<file path="config.mk">
export PLATFORM = sky130hd
export DESIGN_NAME = reg_wb_arbiter
export DESIGN_NICKNAME = d
export VERILOG_FILES = /design/src/rtl/pipeline_pkg.sv /design/src/rtl/wb_fifo.sv /design/src/rtl/reg_wb_arbiter.sv
export SDC_FILE = /design/constraint.sdc
export NUM_CORES = 1
export LEC_CHECK = 0
export ABC_CLOCK_PERIOD_IN_PS = 5300
export CORE_ASPECT_RATIO = 0.75
export CORE_MARGIN = 2
export CORE_UTILIZATION = 35
export CTS_CLUSTER_SIZE = 25
export DETAILED_ROUTE_END_ITERATION = 16
export GPL_ROUTABILITY_DRIVEN = 0
export PLACE_DENSITY_LB_ADDON = 0.1
export SLEW_MARGIN = 20
export SYNTH_ARGS = -nofsm -noshare
export SYNTH_HDL_FRONTEND = slang
export SYNTH_HIERARCHICAL = 1
export SYNTH_SLANG_ARGS = --single-unit
</file>
<file path="constraint.sdc">
create_clock -name clk -period 5.3 [get_ports clk]
set_clock_uncertainty 0.2 [all_clocks]
set_input_delay 0.53 -clock clk [delete_from_list [all_inputs] [get_ports clk]]
set_output_delay 0.53 -clock clk [all_outputs]
set_load 0.005 [all_outputs]
</file>
<file path="src/rtl/pipeline_pkg.sv">
// Shared pipeline types: register-index width, data width and the writeback request record.
package pipeline_pkg;

    localparam int REG_AW = 5;
    localparam int DATA_W = 32;

    typedef logic [REG_AW-1:0] reg_idx_t;

    typedef struct packed {
        reg_idx_t          dst;
        logic [DATA_W-1:0] data;
    } wb_req_t;

endpackage

</file>
<file path="src/rtl/wb_fifo.sv">
// Multi-cycle writeback buffer: ordered storage with per-entry live bits that younger ALU
// writes can clear, plus the pending-destination mask consumed by the hazard unit.
module wb_fifo
    import pipeline_pkg::*;
#(
    parameter int DEPTH = 4,
    parameter int DW    = DATA_W,
    parameter int AW    = REG_AW
) (
    input  logic                       clk,
    input  logic                       rst,
    input  logic                       push,
    input  logic [AW-1:0]              push_reg,
    input  logic [DW-1:0]              push_data,
    input  logic                       pop,
    input  logic                       kill_en,
    input  logic [AW-1:0]              kill_reg,
    output logic [AW-1:0]              head_reg,
    output logic [DW-1:0]              head_data,
    output logic                       head_live,
    output logic [$clog2(DEPTH):0]     count,
    output logic [(1<<AW)-1:0]         pending
);

    localparam int PW = $clog2(DEPTH);
    localparam int CW = PW + 1;
    localparam int NR = 1 << AW;

    logic [PW-1:0]    head_q, head_d;
    logic [PW-1:0]    tail_q, tail_d;
    logic [CW-1:0]    count_q, count_d;
    logic [DEPTH-1:0] live_q, live_d;

    logic [AW-1:0]    dst_mem  [DEPTH];
    logic [DW-1:0]    data_mem [DEPTH];
    logic [NR-1:0]    entry_mask [DEPTH];

    // A same-edge enqueue counts as older than the ALU write, so it is killed too.
    logic push_live;
    assign push_live = (push_reg != '0) && !(kill_en && (push_reg == kill_reg));

    genvar gi;
    generate
        for (gi = 0; gi < DEPTH; gi++) begin : g_entry
            logic kill_hit;
            assign kill_hit = kill_en && (dst_mem[gi] == kill_reg);
            assign live_d[gi] = (push && (tail_q == PW'(gi))) ? push_live :
                                (pop  && (head_q == PW'(gi))) ? 1'b0 :
                                (live_q[gi] && !kill_hit);
            assign entry_mask[gi] = live_q[gi] ? (NR'(1) << dst_mem[gi]) : '0;
        end
    endgenerate

    always_comb begin
        head_d  = head_q;
        tail_d  = tail_q;
        count_d = count_q;
        if (push) tail_d = tail_q + 1'b1;
        if (pop)  head_d = head_q + 1'b1;
        case ({push, pop})
            2'b10:   count_d = count_q + 1'b1;
            2'b01:   count_d = count_q - 1'b1;
            default: count_d = count_q;
        endcase
    end

    always_comb begin
        pending = '0;
        for (int i = 0; i < DEPTH; i++) begin
            pending = pending | entry_mask[i];
        end
    end

    always_ff @(posedge clk or negedge rst) begin
        if (!rst) begin
            head_q  <= '0;
            tail_q  <= '0;
            count_q <= '0;
            live_q  <= '0;
        end else begin
            head_q  <= head_d;
            tail_q  <= tail_d;
            count_q <= count_d;
            live_q  <= live_d;
        end
    end

    // Payload storage needs no reset: live bits and count gate every use of it.
    always_ff @(posedge clk) begin
        if (push) begin
            dst_mem[tail_q]  <= push_reg;
            data_mem[tail_q] <= push_data;
        end
    end

    assign head_reg  = dst_mem[head_q];
    assign head_data = data_mem[head_q];
    assign head_live = live_q[head_q];
    assign count     = count_q;

endmodule

</file>
<file path="src/rtl/reg_wb_arbiter.sv">
// Register-file writeback arbiter: ALU results win, buffered multi-cycle results drain otherwise.
// Optional macro WB_BYPASS_EN lets an mc result skip an empty FIFO straight into the output register.
module reg_wb_arbiter
    import pipeline_pkg::*;
#(
    parameter int DEPTH = 4,
    parameter int DW    = DATA_W,
    parameter int AW    = REG_AW
) (
    input  logic                    clk,
    input  logic                    rst,
    input  logic                    alu_valid,
    input  logic [AW-1:0]           alu_reg,
    input  logic [DW-1:0]           alu_data,
    input  logic                    mc_valid,
    output logic                    mc_ready,
    input  logic [AW-1:0]           mc_reg,
    input  logic [DW-1:0]           mc_data,
    output logic                    regWrite,
    output logic [AW-1:0]           writeReg,
    output logic [DW-1:0]           writeData,
    output logic [(1<<AW)-1:0]      pending,
    output logic [$clog2(DEPTH):0]  fifo_count
);

    localparam int CW = $clog2(DEPTH) + 1;

    logic          mc_fire;
    logic          bypass;
    logic          push;
    logic          pop;
    logic          kill_en;
    logic [AW-1:0] head_reg;
    logic [DW-1:0] head_data;
    logic          head_live;

    logic          regwrite_q, regwrite_d;
    logic [AW-1:0] writereg_q, writereg_d;
    logic [DW-1:0] writedata_q, writedata_d;

    // Ready looks only at occupancy, so a full FIFO refuses even when it pops this edge.
    assign mc_ready = rst && (fifo_count < CW'(DEPTH));
    assign mc_fire  = mc_valid && mc_ready;

`ifdef WB_BYPASS_EN
    assign bypass = mc_fire && !alu_valid && (fifo_count == '0);
`else
    assign bypass = 1'b0;
`endif

    assign push    = mc_fire && !bypass;
    assign pop     = !alu_valid && (fifo_count != '0);
    assign kill_en = alu_valid && (alu_reg != '0);

    wb_fifo #(
        .DEPTH (DEPTH),
        .DW    (DW),
        .AW    (AW)
    ) u_fifo (
        .clk       (clk),
        .rst       (rst),
        .push      (push),
        .push_reg  (mc_reg),
        .push_data (mc_data),
        .pop       (pop),
        .kill_en   (kill_en),
        .kill_reg  (alu_reg),
        .head_reg  (head_reg),
        .head_data (head_data),
        .head_live (head_live),
        .count     (fifo_count),
        .pending   (pending)
    );

    always_comb begin
        regwrite_d  = 1'b0;
        writereg_d  = writereg_q;
        writedata_d = writedata_q;
        if (alu_valid) begin
            regwrite_d  = (alu_reg != '0);
            writereg_d  = alu_reg;
            writedata_d = alu_data;
        end else if (pop) begin
            // A killed head is discarded silently; index/data keep their last values.
            regwrite_d = head_live;
            if (head_live) begin
                writereg_d  = head_reg;
                writedata_d = head_data;
            end
        end else if (bypass) begin
            regwrite_d  = (mc_reg != '0);
            writereg_d  = mc_reg;
            writedata_d = mc_data;
        end
    end

    always_ff @(posedge clk or negedge rst) begin
        if (!rst) begin
            regwrite_q  <= 1'b0;
            writereg_q  <= '0;
            writedata_q <= '0;
        end else begin
            regwrite_q  <= regwrite_d;
            writereg_q  <= writereg_d;
            writedata_q <= writedata_d;
        end
    end

    assign regWrite  = regwrite_q;
    assign writeReg  = writereg_q;
    assign writeData = writedata_q;

endmodule

</file>
# [After elaboration in Yosys (flattened, before gate mapping)]
# Memories as Yosys holds them, arrays and structs flattened.
# Cells that the tools add are included.
# W data, S select, Z words.
[op_classes] n_shift=4 eq_ne=13 n_reduce_logical=37 mux=25 n_bitwise=3 order_cmp=2 addsub=4
[op_table] op="$mux W32" count=7
[op_table] op="$shl A1 B5 Y32 const A" count=4
[op_table] op="$or A32 B32 Y32" count=3
[op_table] op="$eq A5 B5 Y1" count=5
[op_table] op="$logic_and A1 B1 Y1" count=22
[op_table] op="$mux W5" count=3
[op_table] op="$mux W1" count=13
[op_table] op="$eq A2 B2 Y1 const B" count=5
[op_table] op="$reduce_bool A5 Y1" count=2
[op_table] op="$eq A2 B1 Y1 const B" count=3
[op_table] op="$logic_not A1 Y1" count=6
[op_table] op="$pmux W3 S2" count=1
[op_table] op="$reduce_bool A2 Y1" count=3
[op_table] op="$add A2 B1 Y2 const B" count=2
[op_table] op="$logic_not A2 Y1" count=2
[op_table] op="$add A3 B1 Y3 const B" count=1
[op_table] op="$lt A2 B3 Y1 const B" count=1
[op_table] op="$lt A3 B3 Y1 const B" count=1
[op_table] op="$reduce_bool A3 Y1" count=1
[op_table] op="$sub A3 B1 Y3 const B" count=1
[op_table] op="$bmux W1 S2" count=1
[op_table] op="$reduce_and A2 Y1" count=1
[word_totals] regBits=49 mem_bits_rw=148 output_inout_bits=74 memories=2 elab_cells=97 inputBits=78
[mem_list] memory="u_fifo.data_mem" depth=4 width=32 read_ports=1 rd_clocked_by_memory_dff=0 wr=1 line_no="wb_fifo.sv:35" rtl="logic [DW-1:0] data_mem [DEPTH];"
[mem_list] memory="u_fifo.dst_mem" depth=4 width=5 read_ports=5 rd_clocked_by_memory_dff=0 wr=1 line_no="wb_fifo.sv:34" rtl="logic [AW-1:0] dst_mem [DEPTH];"

# [Longest topological paths before layout]
[logic_depth] depth_word=7 ltp_mapped=10 depth_no_buf=9

# [Hierarchy]
# Netlist, hierarchy kept.
[by_module_without_submodules] module="wb_fifo" area_each_um2=7357.1 cells_per_inst=477 n_inst=1
[by_module_without_submodules] module="reg_wb_arbiter" area_each_um2=1871.8 cells_per_inst=210 n_inst=1

# [Worst setup path before layout]
# No wires, ideal clock.
[synth_timing] kind="input to register" start="in rst" end="mem u_fifo/data_mem[0][0] (netlist name) (enable)" path_stages=5 setup_time_ns=0.392 t_arrival_ns=1.921 required_time_ns=4.708 slack_ns=2.787 path_cell_list="nor2b_1 -> and2_1 -> clkbuf_1 -> nand2_1 -> inv_1"
[synth_between] elab_chain_len=4
[synth_lines] element="start, declared" line_no="reg_wb_arbiter.sv:11" rtl="input logic rst,"
[synth_lines] element="$logic_and A1 B1 Y1" line_no="reg_wb_arbiter.sv:42" rtl="assign mc_ready = rst && (fifo_count < CW'(DEPTH));"
[synth_lines] element="$logic_and A1 B1 Y1" line_no="reg_wb_arbiter.sv:43" rtl="assign mc_fire = mc_valid && mc_ready;"
[synth_lines] element="via mc_fire" line_no="reg_wb_arbiter.sv:28" rtl="logic mc_fire;"
[synth_lines] element="$mux W1" line_no="wb_fifo.sv:90" rtl="if (push) begin"
[synth_lines] element="$mux W1 (not written as such)" line_no="wb_fifo.sv:92" rtl="data_mem[tail_q] <= push_data;"
[synth_lines] element="end, declared" line_no="wb_fifo.sv:35"
# The timed path passes the listed nets, and every way through them passes these cells.

==> impl_results.md <==
* Via count at approximately 6300
* Synth Area in Compound Gates at about 10%
* Smallest setup slack after layout at between 1.5 and 2 ns
* Post-cts sizing count at 0
* Pin count of the biggest net entering global routing at between 70 and 80
* Area share of fa/ha/maj cells after synthesis at 1.44%
* Number of sinks driven by the clock tree at 197
* Core footprint at 25900 um^2
* Part of the total power dissipated in the clock network at about a quarter
* Vias per std cell at about 5.4
* Overflow left after global routing at 0
* Initial antenna violation count at 1
* Root Driver: sky130_fd_sc_hd__clkbuf_16
* Final period utilization at 62.9%
* Total instance count after detailed placement at approximately 1100
* Gate count of the mapped netlist at slightly below 700
* Summed negative setup slack over all endpoints at 0 ns
* Average routed wire per standard cell at around 21 um
* Io pins at about 150
* Antenna diodes at 0
* Power per cell area at around 430 nW/um^2
* Simple-Gate Fraction of Synth Area at around 11%
* Area leader, netlist: sky130_fd_sc_hd__edfxtp_1
* Transition time at the pin with the least slew margin at between 1 and 1.5 ns
* Warnings from Yosys at 6
* Maximum clock path buffer count at 2
* Layout Cell Area excl Fill at between 10000 and 15000 um^2
* Worst-path maximum fanout at 17
* CTS tree: done
* Overall die height at ~140 um
* Skew-Pair Late Insertion Delay at around 0.42 ns
* Fraction of final layout cells with drive strength greater than 1 at 10.4%
* DRC violations left at 0
* Antenna Violating Nets Remaining at 0
* Gate power share at between 30% and 40%
* Clock input transition at the sequential cells of the worst setup and hold paths at around 0.08 ns
* Area share of the leading cell type in the synthesized netlist at approximately half
* First DRT Iteration DRCs at around 700
* Number of nets produced by synthesis at between 700 and 800
* TritonCTS Buffers at 17
* Synth Flop Type: sky130_fd_sc_hd__edfxtp_1
* Row cnt at about 50
* Minimum clock period after layout at around 3.3 ns
* Setup repair after global routing missed its margin: false
* Data required time of the critical path at around 4.6 ns
* Placed inst area at 10900 um^2
* Maximum operating frequency at between 300 and 400 MHz
* Path class of the lowest-slack min-delay path: in2async
* Number of enable-type register cells in the synthesized netlist at ~150
* First-pass GRT wire length at 36700 um
* I/O Buffers at about 150
* Internal portion of total power at between 3000 and 4000 uW
* Post-CTS setup buffer count at 0
* Number of distinct library cells after synthesis at 51
* Storage element area at approximately 5700 um^2
* Net switching power at 1570 uW
* Post-synthesis instance area at 9230 um^2
* Total detailed-routing wirelength at between 20000 and 25000 um
* Multi-input gate area at roughly 3300 um^2
* Commonest non-fill, non-tap cell in the layout: sky130_fd_sc_hd__clkdlybuf4s50_1
* Fillcell total at approximately 2400
* Leak pwr at 0.00405 uW
* Total power at around 5000 uW
* Post-synthesis register bit count at 197
* Setup slack after placement at between 2 and 2.5 ns
* Commonest cells after routing, fill and taps aside: 149 x sky130_fd_sc_hd__clkdlybuf4s50_1, 148 x sky130_fd_sc_hd__edfxtp_1, 74 x sky130_fd_sc_hd__a21oi_1
* Crit path launch type: flip-flop
* Total count of hold-check failures in the final report at 0
* Die outline area at between 20000 and 30000 um^2
* Tot GR Track Use at between 15 and 20%
* Post-Synthesis Mean Instance Area at about 13 um^2
* First-pass iteration count of the detailed router at 5
* Share of synthesized area spent on multiplexers at a little under a tenth
* Initial Utilization at between 30% and 40%
* Sequential share of power at between 40% and 50%
* Maximum ir drop on the vdd rail at between 200 and 300 uV
* Final cell count without fillers at ~1200
* Maximum capacitance violations at 0
* Crit path capture type: output port
* Net count of the finished layout at about 900
* Switching share of power at a little under a third
* Proportion of synthesized chip area in sequential cells at 61.4%
* Arrival @ worst endpoint at approximately 2.6 ns
* Top cells by area, synth: sky130_fd_sc_hd__edfxtp_1 48%, sky130_fd_sc_hd__dfrtp_1 13%, sky130_fd_sc_hd__mux4_2 9.0%
* Vias in the first global route at between 6000 and 7000
* Fraction of registers with async set or reset after synthesis at between 20% and 30%
* Detailed-placement wirelength estimate at between 15000 and 20000 um
* Synth Area in XOR/XNOR at ~2.8%
* Setup Viol. Count Final at 0
* Slew margin rel. at 31.5%
* Largest family of logic cells by synthesized area: simple AND/OR/NAND/NOR gates
* Post-synthesis to final-layout area growth at 24.9%
* Status: complete, no violations
* Max-slew violation total from the final report at 0
* CTS H-tree depth at 4
* Die width at approximately 190 um
* Hold-fix buffers at CTS at 0
* Worst setup path category: reg2out
[flip-flops by register name (all words and copies together), names as in the netlist]
signal / count
u_fifo/data_mem: 128
writeReg: 5
u_fifo/count: 3
writeData: 32
regWrite: 1
u_fifo/dst_mem: 20
u_fifo/head_q: 2
u_fifo/tail_q: 2
u_fifo/live_q: 4
[critical path: stages (launching register included)]
cell and delay, ns:
sky130_fd_sc_hd__edfxtp_1 0.65, sky130_fd_sc_hd__nor4b_1 0.72, sky130_fd_sc_hd__a222oi_1 0.21, sky130_fd_sc_hd__nand2_1 0.10
sky130_fd_sc_hd__clkdlybuf4s50_1 0.50
[synth_stat cells (9+ instances only)]
| cell type | number |
|---|---|
| sky130_fd_sc_hd__a21oi_1 | 74 |
| sky130_fd_sc_hd__a22oi_1 | 22 |
| sky130_fd_sc_hd__buf_2 | 17 |
| sky130_fd_sc_hd__clkbuf_1 | 18 |
| sky130_fd_sc_hd__dfrtp_1 | 49 |
| sky130_fd_sc_hd__edfxtp_1 | 148 |
| sky130_fd_sc_hd__ha_1 | 9 |
| sky130_fd_sc_hd__inv_1 | 14 |
| sky130_fd_sc_hd__mux4_2 | 37 |
| sky130_fd_sc_hd__nand2_1 | 73 |
| sky130_fd_sc_hd__nand3_1 | 11 |
| sky130_fd_sc_hd__nor2_1 | 23 |
| sky130_fd_sc_hd__nor2b_1 | 49 |
| sky130_fd_sc_hd__xor2_1 | 24 |
[through the flow]
| stage | hold WS (ns) | util, % |
|---|---|---|
| floorplan | 0.0344 | - |
| global placement | 0.306 | 42.3 |
| detailed placement | 0.310 | 42.3 |
| CTS | 0.112 | 44.5 |
| global route | 0.149 | 44.5 |
| finish | 0.0700 | 44.5 |
[worst paths after layout]
path	cells after the start	startpoint	slack, ns	to
setup / recovery	4	u_fifo/dst_mem[0][0]	1.97	pending[12]
hold / removal	2	rst	0.07	u_fifo/count[0]
setup reg to reg	4	u_fifo/head_q[0]	2.35	writeData[25]
hold reg to reg	2	writeData[19]	0.31	writeData[19]
max in group asynchronous	2	rst	4.31	u_fifo/head_q[0]
min in group clk	2	writeData[19]	0.31	writeData[19]
[per-layer routing]
metal | GRT usage, % | part of all wire (%) | up-vias
li1 | - | - | 2844
met1 | 26.2 | 46 | 3144
met2 | 26.1 | 44 | 313
met3 | 3.98 | 8.2 | 33
met4 | 4.98 | 1.5 | 2
met5 | 0 | 0.050 | -
[layout make-up]
| cell class | instances | area share, % |
|---|---|---|
| Inverter | 14 | 0.456 |
| Clock inverter | 15 | 1.36 |
| Clock buffer | 17 | 3.69 |
| Tap cell | 344 | 3.73 |
| Timing Repair Buffer | 155 | 13.3 |
| Sequential cell | 197 | 49.2 |
| Multi-Input combinational cell | 428 | 28.3 |
[power groups by stage]
stage	sequential (uW)	clock, uW	combinational (uW)
2_1_floorplan	2070	0	1020
3_3_place_gp	2190	0	1480
3_5_place_dp	2210	0	1490
4_1_cts	2180	1310	1500
5_1_grt	2220	1370	1620
6_report	2170	1270	1480
[cells by family after synthesis]
kind of cell / Yosys count
AOI/OAI and AO/OA: 146
and+or+nand+nor: 204
DFF: 197
buffers and inverters: 62
xor gates and xnor gates: 30
adders and majority gates: 10
muxes: 38
No activity file was read; power rests on OpenSTA's default activity.
